<file path="config.mk">
export PLATFORM = sky130hd
export DESIGN_NAME = adc_pixel_capture
export DESIGN_NICKNAME = d
export VERILOG_FILES = /design/src/rtl/adc_pixel_capture.sv
export SDC_FILE = /design/constraint.sdc
export NUM_CORES = 1
export LEC_CHECK = 0
export ABC_AREA = 1
export CAP_MARGIN = 15
export CELL_PAD_IN_SITES_DETAIL_PLACEMENT = 1
export CELL_PAD_IN_SITES_GLOBAL_PLACEMENT = 2
export CORE_MARGIN = 2
export CORE_UTILIZATION = 36
export CTS_BUF_LIST = sky130_fd_sc_hd__clkbuf_4 sky130_fd_sc_hd__clkbuf_8 sky130_fd_sc_hd__clkbuf_16
export DETAILED_ROUTE_END_ITERATION = 7
export PLACE_DENSITY_LB_ADDON = 0.1
export SETUP_SLACK_MARGIN = 0.2
export SYNTH_ARGS = -nofsm -noshare
export SYNTH_HDL_FRONTEND = slang
export SYNTH_SLANG_ARGS = --single-unit
</file>
<file path="constraint.sdc">
create_clock -name clk -period 3.8 [get_ports clk]
set_input_delay 0.38 -clock clk [delete_from_list [all_inputs] [get_ports clk]]
set_output_delay 0.38 -clock clk [all_outputs]
set_load 0.005 [all_outputs]
</file>
<file path="src/rtl/adc_pixel_capture.sv">
// ADC byte-pair capture: assembles 16-bit pixels from the AFE mux bus and streams them out via a small FIFO.
// Optional incrementing test pattern is compiled in when ADC_PIXEL_CAPTURE_TESTPAT_EN is defined.
module adc_pixel_capture #(
   parameter int SAMPLE_DLY   = 10,
   parameter int PIX_PER_LINE = 2048,
   parameter int FIFO_DEPTH   = 4
) (
   input  logic        clk,
   input  logic        rst,
   input  logic        adcclk,
   input  logic [7:0]  adc_data,
   input  logic        start,
   input  logic        test_mode,
   output logic        busy,
   output logic [15:0] pix_data,
   output logic        pix_valid,
   input  logic        pix_ready,
   output logic        line_done,
   output logic        overflow
);

   localparam int            AW       = (FIFO_DEPTH > 1) ? $clog2(FIFO_DEPTH) : 1;
   localparam logic [4:0]    TMR_LOAD = 5'(SAMPLE_DLY - 1);
   localparam logic [15:0]   LAST_PIX = 16'(PIX_PER_LINE - 1);
   localparam logic [AW:0]   FULL_CNT = (AW + 1)'(FIFO_DEPTH);

   typedef enum logic [1:0] {S_IDLE, S_SYNC, S_CAPT, S_DONE} state_t;

   state_t        state_q, state_d;
   logic          adcclk_q;
   logic          rise, fall;
   logic [4:0]    tmr_q;
   logic          tmr_run_q;
   logic          tmr_hi_q;
   logic          fire, hi_fire, lo_fire;
   logic [7:0]    hi_byte_q;
   logic [15:0]   pix_cnt_q;
   logic [15:0]   word;
   logic          wr_req, last_pix;

   logic [15:0]   mem_q [FIFO_DEPTH];
   logic [AW-1:0] wr_ptr_q, rd_ptr_q, wr_ptr_d, rd_ptr_d;
   logic [AW:0]   cnt_q, cnt_d, cnt_after_rd;
   logic [15:0]   pix_data_q, head_d;
   logic          overflow_q;
   logic          full, rd_en, wr_en;

   assign rise    = adcclk & ~adcclk_q;
   assign fall    = ~adcclk & adcclk_q;
   assign fire    = tmr_run_q && (tmr_q == 5'd0);
   assign hi_fire = fire & tmr_hi_q;
   assign lo_fire = fire & ~tmr_hi_q;

   // Any edge restarts the timer; the edge type decides which byte the fire samples.
   always_ff @(posedge clk) begin
      if (rst) begin
         adcclk_q  <= 1'b0;
         tmr_q     <= 5'd0;
         tmr_run_q <= 1'b0;
         tmr_hi_q  <= 1'b0;
         hi_byte_q <= 8'd0;
      end else begin
         adcclk_q <= adcclk;
         if (rise || fall) begin
            tmr_q     <= TMR_LOAD;
            tmr_run_q <= 1'b1;
            tmr_hi_q  <= rise;
         end else if (fire) begin
            tmr_run_q <= 1'b0;
         end else if (tmr_run_q) begin
            tmr_q <= tmr_q - 5'd1;
         end
         if (hi_fire) begin
            hi_byte_q <= adc_data;
         end
      end
   end

   assign wr_req   = (state_q == S_CAPT) && lo_fire;
   assign last_pix = wr_req && (pix_cnt_q == LAST_PIX);

`ifdef ADC_PIXEL_CAPTURE_TESTPAT_EN
   logic [15:0] pat_q;

   always_ff @(posedge clk) begin
      if (rst || state_q == S_IDLE) begin
         pat_q <= 16'd0;
      end else if (wr_req) begin
         pat_q <= pat_q + 16'd1;
      end
   end

   assign word = test_mode ? pat_q : {hi_byte_q, adc_data};
`else
   logic unused_test_mode;
   assign unused_test_mode = test_mode;
   assign word = {hi_byte_q, adc_data};
`endif

   always_ff @(posedge clk) begin
      if (rst) begin
         state_q <= S_IDLE;
      end else begin
         state_q <= state_d;
      end
   end

   // Entering CAPT only on a rise guarantees every low byte has a high byte from its own period.
   always_comb begin
      state_d = state_q;
      case (state_q)
         S_IDLE:  if (start) state_d = S_SYNC;
         S_SYNC:  if (rise) state_d = S_CAPT;
         S_CAPT:  if (last_pix) state_d = S_DONE;
         S_DONE:  state_d = S_IDLE;
         default: state_d = S_IDLE;
      endcase
   end

   always_comb begin
      busy      = 1'b0;
      line_done = 1'b0;
      case (state_q)
         S_SYNC:  busy = 1'b1;
         S_CAPT:  busy = 1'b1;
         S_DONE:  line_done = 1'b1;
         default: ;
      endcase
   end

   always_ff @(posedge clk) begin
      if (rst) begin
         pix_cnt_q <= 16'd0;
      end else if (last_pix) begin
         pix_cnt_q <= 16'd0;
      end else if (wr_req) begin
         pix_cnt_q <= pix_cnt_q + 16'd1;
      end
   end

   assign full  = (cnt_q == FULL_CNT);
   assign rd_en = pix_valid && pix_ready;
   assign wr_en = wr_req && (!full || rd_en);

   always_comb begin
      wr_ptr_d     = wr_ptr_q + AW'(wr_en);
      rd_ptr_d     = rd_ptr_q + AW'(rd_en);
      cnt_after_rd = cnt_q - (AW + 1)'(rd_en);
      cnt_d        = cnt_after_rd + (AW + 1)'(wr_en);
      // A word written into an (effectively) empty FIFO becomes the head directly.
      if (wr_en && cnt_after_rd == '0) begin
         head_d = word;
      end else begin
         head_d = mem_q[rd_ptr_d];
      end
   end

   always_ff @(posedge clk) begin
      if (wr_en) begin
         mem_q[wr_ptr_q] <= word;
      end
   end

   always_ff @(posedge clk) begin
      if (rst) begin
         wr_ptr_q   <= '0;
         rd_ptr_q   <= '0;
         cnt_q      <= '0;
         pix_data_q <= 16'd0;
         overflow_q <= 1'b0;
      end else begin
         wr_ptr_q <= wr_ptr_d;
         rd_ptr_q <= rd_ptr_d;
         cnt_q    <= cnt_d;
         if (cnt_d != '0) begin
            pix_data_q <= head_d;
         end
         if (wr_req && full && !rd_en) begin
            overflow_q <= 1'b1;
         end
      end
   end

   assign pix_valid = (cnt_q != '0);
   assign pix_data  = pix_data_q;
   assign overflow  = overflow_q;

endmodule

</file>
## After elaboration in Yosys (flattened, before gate mapping)

Memories as Yosys holds them, arrays and structs flattened.
Index checks and enable logic that the tools add are counted.

| word-level totals | value |
|---|---|
| bits in registers | 58 |
| bits in writable memories | 64 |
| input port bits | 14 |
| memories | 1 |

Memories:

| memory | depth | bits a word | read ports | clocked after Yosys merged registers in | write ports | RTL line | source |
|---|---|---|---|---|---|---|---|
| mem_q | 4 | 16 | 1 | 0 | 1 | 41 | `logic [15:0] mem_q [FIFO_DEPTH];` |

| operators by class | value |
|---|---|
| add/subtract/negate cells | 6 |
| equality and inequality tests | 9 |
| muxes and demuxes | 14 |
| bitwise logic cells | 8 |
| reduce and logical (&&, ||, !) cells | 25 |

Operators with widths:

| cell | number |
|---|---|
| adder 16 x 1 -> 16 bit, second input constant | 1 |
| == test 16 x 11 -> 1 bit, second input constant | 1 |
| 2-to-1 mux 16 bit | 1 |
| 2-to-1 mux 4 bit | 3 |
| logical AND 1 bit | 8 |
| case mux 2 bit (4 select lines) | 1 |
| 2-to-1 mux 1 bit | 6 |
| 2-to-1 mux 2 bit | 3 |
| != test 2 bit, second input constant | 3 |
| nonzero test 3 bit | 2 |
| OR reduction 2 bit | 3 |
| logical NOT 5 bit | 1 |
| subtractor 5 x 1 -> 5 bit, second input constant | 1 |
| adder 2 x 1 -> 2 bit | 2 |
| bitwise AND 1 bit | 4 |
| == test 2 bit, second input constant | 2 |
| inverter 1 bit | 4 |
| AND reduction 2 bit | 2 |
| nonzero test 2 bit | 2 |
| adder 3 x 1 -> 3 bit | 1 |
| == test 3 bit, second input constant | 1 |
| logical NOT 3 bit | 1 |
| AND reduction 3 bit | 1 |
| subtractor 3 x 1 -> 3 bit | 1 |
| other kinds (5) | 7 |

## Logic depth before layout (Yosys ltp)

| depth | value |
|---|---|
| depth in word-level cells | 7 |
| depth in mapped cells | 17 |

## Worst setup path before layout

Ideal clock, no wire load.

| timing path | value |
|---|---|
| kind | reg-to-reg |
| from | register tmr_q[0] |
| to | register pix_data_q[3], in the netlist pix_data[3] |
| library setup time | 0.109 ns |
| data arrival time | 2.697 ns |
| path slack | 0.994 ns |
| cell stages (with the launch flop) | 18 |
| path buffers | 1 |
| cells stage by stage | dfxtp_1 inv_1 ha_1 inv_1 nor2_1 nand3_1 nor2_4 inv_1 a31oi_1 ha_1 ha_1 nor2_1 clkbuf_1 nand3_1 nand2_1 clkinv_1 nand2_1 inv_1 |

| on the way | value |
|---|---|
| longest elaborated chain between the ends | 7 |
| elaborated cells on any way between the ends | 9 |
| classes of those cells | add/sub: 1; mux: 1; bitwise: 1; reduce/logical: 6 |

RTL lines:

| element | RTL line | source |
|---|---|---|
| start: declaration | 32 | `logic [4:0] tmr_q;` |
| start signal: assignment | 71 | `tmr_q <= tmr_q - 5'd1;` |
| logical NOT 5 bit | 50 | `assign fire = tmr_run_q && (tmr_q == 5'd0);` |
| logical AND 1 bit | 50 |  |
| bitwise AND 1 bit | 52 | `assign lo_fire = fire & ~tmr_hi_q;` |
| logical AND 1 bit | 79 | `assign wr_req = (state_q == S_CAPT) && lo_fire;` |
| logical AND 1 bit | 143 | `assign wr_en = wr_req && (!full \|\| rd_en);` |
| adder 3 x 1 -> 3 bit | 149 | `cnt_d = cnt_after_rd + (AW + 1)'(wr_en);` |
| named net cnt_d[1] | 43 | `logic [AW:0] cnt_q, cnt_d, cnt_after_rd;` |
| nonzero test 3 bit | 175 | `if (cnt_d != '0) begin` |
| end signal: assignment | 169 | `pix_data_q <= 16'd0;` |
| end signal: assignment | 176 | `pix_data_q <= head_d;` |
| end: declaration | 44 | `logic [15:0] pix_data_q, head_d;` |

The timed path passes the listed nets, and every way through them passes these cells.
A chain may end at the register's enable or synchronous reset.

## Worst setup path in the final report

| timing path | value |
|---|---|
| from | register tmr_q[0] |
| to | register pix_data_q[9], in the netlist pix_data[9] |

Same word-level chain as after synthesis.

==> impl_metrics.yaml <==
drt:
  viasPerCell: 4.861
  drt_wl_total_um: 13890
  wire_per_inst_um: 15.54
  postRouteAntennaNets: 0
  route.detailed.drc: 0
  first_iter_violations: 146
  via_count: 4346
  firstDrtPassIters: 5
sta:
  report.final.slew_viol_count: 0
  max_slew_margin: 0.4783
  tightest_slew_ps: 781.6
  finalSetupTns_ps: 0
  period_minus_slack_ps: 3160
  fmax_ghz: 0.3165
  holdWs_ps: 469.8
  rsz0062_at_grt: "no"
  clock_skew_ps: 8.846
  setup_ws_ps: 640.0
  fin_crit_sh: 0.8316
  setup_viol: 0
  hold_viol_final: 0
critical_path:
  cpMostUsedCell: "inv_1"
  critPathArrivalTime_ps: 3510
  critPathCaptureType: "flop"
  worstPathMaxFanout: 17
  critPathKind: "reg2reg"
  worst_path_max_delay_cell: "a31oi_1"
  crit_required_ps: 4150
  startpoint_type: "flop"
  crit_family: "simple AND/OR/NAND/NOR gates"
  crit_chain: "inv_1 -> ha_1 -> inv_1 -> nor2_1 -> nand3_1 -> nor2_4 -> inv_1 -> a31oi_1 -> ha_1 -> ha_1 -> nor2_1 -> buf_4 -> nand2_2 -> nand3_1 -> nand2_1 -> inv_1"
  critPathMaxStageDelay_ps: 370
  cp_num_buf_inv: 5
final_layout:
  fill_cells: 1776
  drive_gt1_frac: 0.09915
  final_cell_mix: "177 x nand2_1, 87 x inv_1, 64 x edfxtp_1"
  stdcell_count: 894
  area_growth_pct: 20.74
  nNetsFinal: 721
  antenna_cells: 0
  final_common_cell: "nand2_1"
clock_tree:
  cts_root_buf: "clkbuf_16"
  cts.sinks: 122
  clockBufferDepth: 2
  post_cts_buffers: 0
  cts_hold_buffers: 0
  cts_tree: "built"
  cts.clk_slew.worst_paths_ps: 50
  cts-resized-gates: 0
  cts_max_level: 4
  cts-buffers-inserted: 17
  worstSkewPairLatency_ps: 410
die:
  io_pins: 34
  die_width_um: 128.3
  std_cell_rows: 45
  die_y_um: 128.3
  initial_core_util: 0.3672
  dieArea_um2: 16460
  core_region_area_um2: 15150
logic_synthesis:
  synth.net_count: 680
  ys_seq_elements: 122
  synth_cells: 652
  ys_warn_count: 0
  syn_area_um2: 5562
  syn_area_per_cell_um2: 8.530
  ys_seq_area_frac: 0.5543
  synth_cell_types: 29
place:
  place_ws_ps: 625.8
  gp_congestion: 0.7545
  io_buffers: 32
  hpwl_um: 9190
  placed_cells: 862
global_routing:
  use_met2: 0.3279
  grt_usage: 0.1827
  grt.met1_usage: 0.2124
  top_usage_layer: "met2"
  grt_use_met3: 0.03631
  grt_pass1_wl_um: 22960
  grt-ovfl-total: 0
  grt_pass1_vias: 4513
  grt_max_degree: 34
  antenna_found_initial: 0
power:
  leakage_nw: 2.832
  power.total_w: 0.004846
  power.density_nw_per_um2: 721.6
  ir_drop_v: 0.0003344
run_status:
  status: "finished clean"
hold_path:
  hp-class: "reg2reg"
run:
  maxCapViolations: 0
## cell type report
cell class	count	area [µm²]	area share
Clock buffer	22	462.9	0.06894
Sequential cell	122	3083	0.4591
Clock inverter	10	126.4	0.01882
Tap cell	188	235.2	0.03503
Timing Repair Buffer	45	417.9	0.06223
Inverter	92	345.3	0.05143
Multi-Input combinational cell	415	2044	0.3045
## worst reg2reg max path, cell delays in order (launching register included)
cell and delay (ps):
dfxtp_1 310, inv_1 120, ha_1 170, inv_1 40, nor2_1 120, nand3_1 220
nor2_4 150, inv_1 120, a31oi_1 380, ha_1 240, ha_1 240, nor2_1 100
buf_4 240, nand2_2 290, nand3_1 250, nand2_1 70, inv_1 40
## stage by stage
| step | area [µm²] | utilization |
|---|---|---|
| after floorplan | 5562 | - |
| after global routing | 6715 | 0.4434 |
| final | 6715 | 0.4434 |
| after global placement | 6126 | 0.4045 |
| after CTS | 6715 | 0.4434 |
| after detailed placement | 6126 | 0.4045 |
## layer usage
metal / part of all wire / up-vias
li1: - / 2188
met1: 0.44 / 2083
met2: 0.51 / 63
met3: 0.031 / 12
met4: 0.013 / 0
met5: 0 / -
## synth_stat cells
cell type	n	area, µm²
o21ai_0	34	170.2
nor2_4	1	11.26
buf_2	5	25.02
xor2_1	7	61.31
nand3_1	55	275.3
dfxtp_1	58	1161
inv_1	87	326.6
buf_4	1	7.510
nand4_1	19	118.9
or2_0	1	6.260
nor3_1	5	25.02
nand3_2	1	10.01
a21oi_1	28	140.1
xor2_2	1	16.27
or2_2	18	112.6
nand3b_1	2	15.01
clkinv_1	5	18.77
nor2_2	1	6.260
clkbuf_1	17	63.81
nor3_2	1	10.01
nand2_2	1	6.260
ha_1	14	175.2
a31oi_1	1	6.260
edfxtp_1	64	1922
xnor2_1	2	17.52
nand2_1	177	664.4
xnor2_2	1	16.27
nor2_1	42	157.7
o21ai_1	3	15.01
## sequential cells by signal, summed over array words and instances, names as in the netlist
signal     cells
pix_data      16
tmr_run_q      1
cnt_q          3
tmr_q          5
pix_cnt_q     16
hi_byte_q      8
wr_ptr_q       2
rd_ptr_q       2
state_q        2
adcclk_q       1
overflow       1
tmr_hi_q       1
mem_q         64
## where the power goes
group          switching (W)  internal [W]  leakage, nW  total [W]
clock network       0.000554       0.00106        0.296    0.00161
registers          0.0000584       0.00149         1.06    0.00155
logic                0.00105      0.000637         1.48    0.00168
total                0.00166       0.00319         2.83    0.00485
## cell families after synthesis
group / Yosys count / synth area share
AOI/OAI and AO/OA: 66 / 0.05962
adders and majority gates: 14 / 0.03150
and+or+nand+nor: 324 / 0.2551
DFF: 122 / 0.5543
xor gates and xnor gates: 11 / 0.02002
buffers and inverters: 115 / 0.07941
## final timing paths
kind	startpoint	endpoint	slack, ps	depth (start not counted)
worst max-delay path	tmr_q[0]$_SDFFE_PP0P_	pix_data[9]$_SDFFE_PP0P_	640	16
worst max register to register	tmr_q[0]$_SDFFE_PP0P_	pix_data[9]$_SDFFE_PP0P_	640	16
worst min-delay path	overflow$_SDFFE_PP0P_	overflow$_SDFFE_PP0P_	470	2
worst min register to register	overflow$_SDFFE_PP0P_	overflow$_SDFFE_PP0P_	470	2
No activity file was read; power rests on OpenSTA's default activity.
